File: src/rtl/tt_sweep_checker_popcount16.sv
// Combinational population count of a 16-bit vector into 5 bits (0..16).
module tt_popcount16 (
    input  logic [15:0] i_vec,
    output logic [4:0]  o_cnt
);

    logic [4:0] w_sum;

    // Sum the set bits of the input vector.
    always_comb begin
        w_sum = 5'd0;
        for (int i = 0; i < 16; i++) begin
            w_sum = w_sum + {4'd0, i_vec[i]};
        end
    end

    assign o_cnt = w_sum;

endmodule

File: config.mk
export PLATFORM = sky130hd
export DESIGN_NAME = tt_popcount16
export DESIGN_NICKNAME = d
export VERILOG_FILES = /design/src/rtl/tt_sweep_checker_popcount16.sv
export SDC_FILE = /design/constraint.sdc
export NUM_CORES = 1
export LEC_CHECK = 0
export BUFFER_PORTS_ARGS = -buffer_cell sky130_fd_sc_hd__buf_2
export CAP_MARGIN = 20
export CORE_AREA = 2 2 39 41
export DETAILED_ROUTE_END_ITERATION = 8
export DIE_AREA = 0 0 41 43
export PLACE_DENSITY_LB_ADDON = 0.08
export SLEW_MARGIN = 40
export SYNTH_ARGS = -nofsm -noshare
export SYNTH_HDL_FRONTEND = slang
export SYNTH_SLANG_ARGS = --single-unit
File: constraint.sdc
create_clock -name vclk -period 4
set_clock_uncertainty 0.05 [all_clocks]
set_input_delay 0.6 -clock vclk [all_inputs]
set_output_delay 0.6 -clock vclk [all_outputs]
set_load 0.01 [all_outputs]
==> flow_summary.json <==
{
  "worstHoldEndpoint": "o_cnt[0]",
  "slew_violations": 0,
  "syn_to_final_growth_pct": 51.2,
  "gr-max-usage-layer": "met1",
  "ys.warnings.count": 0,
  "rows": 14,
  "setup_viol_count_final": 4,
  "seqCellArea_um2": 0,
  "grt_max_degree": 4,
  "grt-ovfl-total": 0,
  "clkbuf_count": 0,
  "setup_ws_ns": -0.256,
  "design.die.area_um2": 1760,
  "drtAntennaViolNets": 0,
  "max-cap-violations": 0,
  "nets": 104,
  "synth_cell_types": 8,
  "core_region_area_um2": 1380,
  "hold_start": "i_vec[2]",
  "gr-usage-met3": 0,
  "placed_cell_area_um2": 571,
  "firstDrtPassIters": 1,
  "cp.required_ns": 3.35,
  "port-buffer-count": 21,
  "track_usage": 0.0750,
  "synth_area_leaders": "fa_1 49%, inv_1 24%, ha_1 15%",
  "seq_cells": 0,
  "seq_area_frac_synth": 0,
  "fillers": 146,
  "initial_utilization": 0.295,
  "via_count": 326,
  "die_h_um": 43,
  "rsz0062_at_grt": "true",
  "viasPerCell": 3.75,
  "hold_path_depth": 3,
  "multi_input_area_um2": 340,
  "tightestPinTransition_ns": 0.156,
  "utilization": 0.446,
  "path_class": "in2out",
  "drt_iter0_markers": 0,
  "synthesis.nets": 78,
  "crit_path_max_fanout": 2,
  "fp.dieW_um": 41,
  "yosysTopAreaCellShare": 0.491,
  "antenna_found_initial": 0,
  "drt-total-wl_um": 607,
  "status": "finished, violations left",
  "drive_above_1_share": 0.507,
  "finalHoldViolCount": 0,
  "num_io_pins": 21,
  "grt_use_met2": 0.116,
  "grt_pass1_vias": 266,
  "avgSynthCellArea_um2": 8.68,
  "leakagePower_nw": 0.378,
  "ir_drop_mv": 0.375,
  "grtUsageMet1": 0.123,
  "endpoint_kind": "output pin",
  "syn_inst": 47,
  "violations": "setup timing",
  "synth_area_um2": 408,
  "relSlewSlack": 0.896,
  "startpoint_type": "input port",
  "synth_top_area_cell": "fa_1",
  "synth_commonest_cells": "26 x inv_1, 10 x fa_1, 5 x ha_1",
  "period_needed_ns": 4.26,
  "grt_pass1_wl_um": 986,
  "synth_most_common_cell": "inv_1",
  "design_area_um2": 617,
  "arrival_ns": 3.61,
  "min_path_type": "in2out",
  "wl_per_cell_um": 6.98,
  "n_antenna_cell": 0,
  "gp_congestion": 0.619,
  "hpwlAfterDp_um": 614,
  "drc": 0,
  "max_freq_ghz": 0.235,
  "finalCritPeriodShare": 1.06,
  "ctsHoldBuffers": 0,
  "power.density_nw_per_um2": 589
}
[cells in the final DEF, fill, tap and decap left out]
cell type	synthesis	final
o21a_1	1	1
xnor2_2	0	2
ha_4	0	1
buf_6	0	3
a21oi_2	1	1
inv_4	0	2
a21o_1	1	1
buf_4	0	2
inv_2	0	5
nor2b_1	1	1
buf_8	0	1
buf_2	0	18
fa_1	10	9
ha_1	5	4
fa_2	0	1
inv_1	26	19
[critical path, cell delays in order]
cell     delay, ns
buf_8         0.07
inv_4         0.02
fa_1          0.55
fa_1          0.44
fa_1          0.53
fa_1          0.43
inv_2         0.08
ha_4          0.13
inv_2         0.03
fa_2          0.36
nor2b_1       0.12
o21a_1        0.12
buf_2         0.12
[through the flow]
stage	std cells	setup TNS, ns	setup slack, ns	total power [mW]	hold WS (ns)
3_3_place_gp	87	-1.22	-0.343	0.314	1.48
2_1_floorplan	47	-0.0870	-0.0519	0.218	1.31
4_1_cts	87	-0.933	-0.277	0.357	1.49
3_5_place_dp	87	-1.21	-0.330	0.316	1.49
6_report	87	-0.879	-0.256	0.363	1.48
5_1_grt	87	-1.27	-0.361	0.412	1.50
[final cells by class]
| cell class | count | share of cell area |
|---|---|---|
| Multi-Input combinational cell | 21 | 0.552 |
| Timing Repair Buffer | 24 | 0.249 |
| Inverter | 26 | 0.166 |
| Tap cell | 16 | 0.0325 |
[cells by family (layout without fill, tap and decap cells)]
family,after synthesis,count (layout),synth area share
xor+xnor,2,2,0.0430
fa+ha+maj,15,15,0.644
buf+inv,26,50,0.239
simple gates,1,1,0.0153
compound gates,3,3,0.0583
[layer usage]
metal  routed length [um]  vias to the layer above
li1                     -                      171
met1                  286                      146
met2                  284                        9
met3                   36                        0
met4                    0                        0
met5                    0                        -
[worst max-delay path by stage]
stage                         start  endpoint  slack (ns)  depth (start not counted)
after global placement    i_vec[15]  o_cnt[4]       -0.34                         13
after CTS                  i_vec[9]  o_cnt[3]       -0.28                         13
final                      i_vec[9]  o_cnt[4]       -0.26                         13
after global routing       i_vec[7]  o_cnt[3]       -0.36                         13
after detailed placement  i_vec[15]  o_cnt[4]       -0.33                         13
after floorplan           i_vec[15]  o_cnt[4]       -0.05                         11
[what timing repair did]
item                       4_1_cts  5_1_grt
buffers inserted                 0        0
pin swaps                        7        2
hold endpoints to repair         0        0
setup endpoints to repair        4        4
resized for setup                9        3
[power by group]
group          total, mW  internal (mW)  switching (mW)
Clock                  0              0               0
Combinational      0.363          0.200           0.163
Sequential             0              0               0
(Power assumes the default switching activity.)
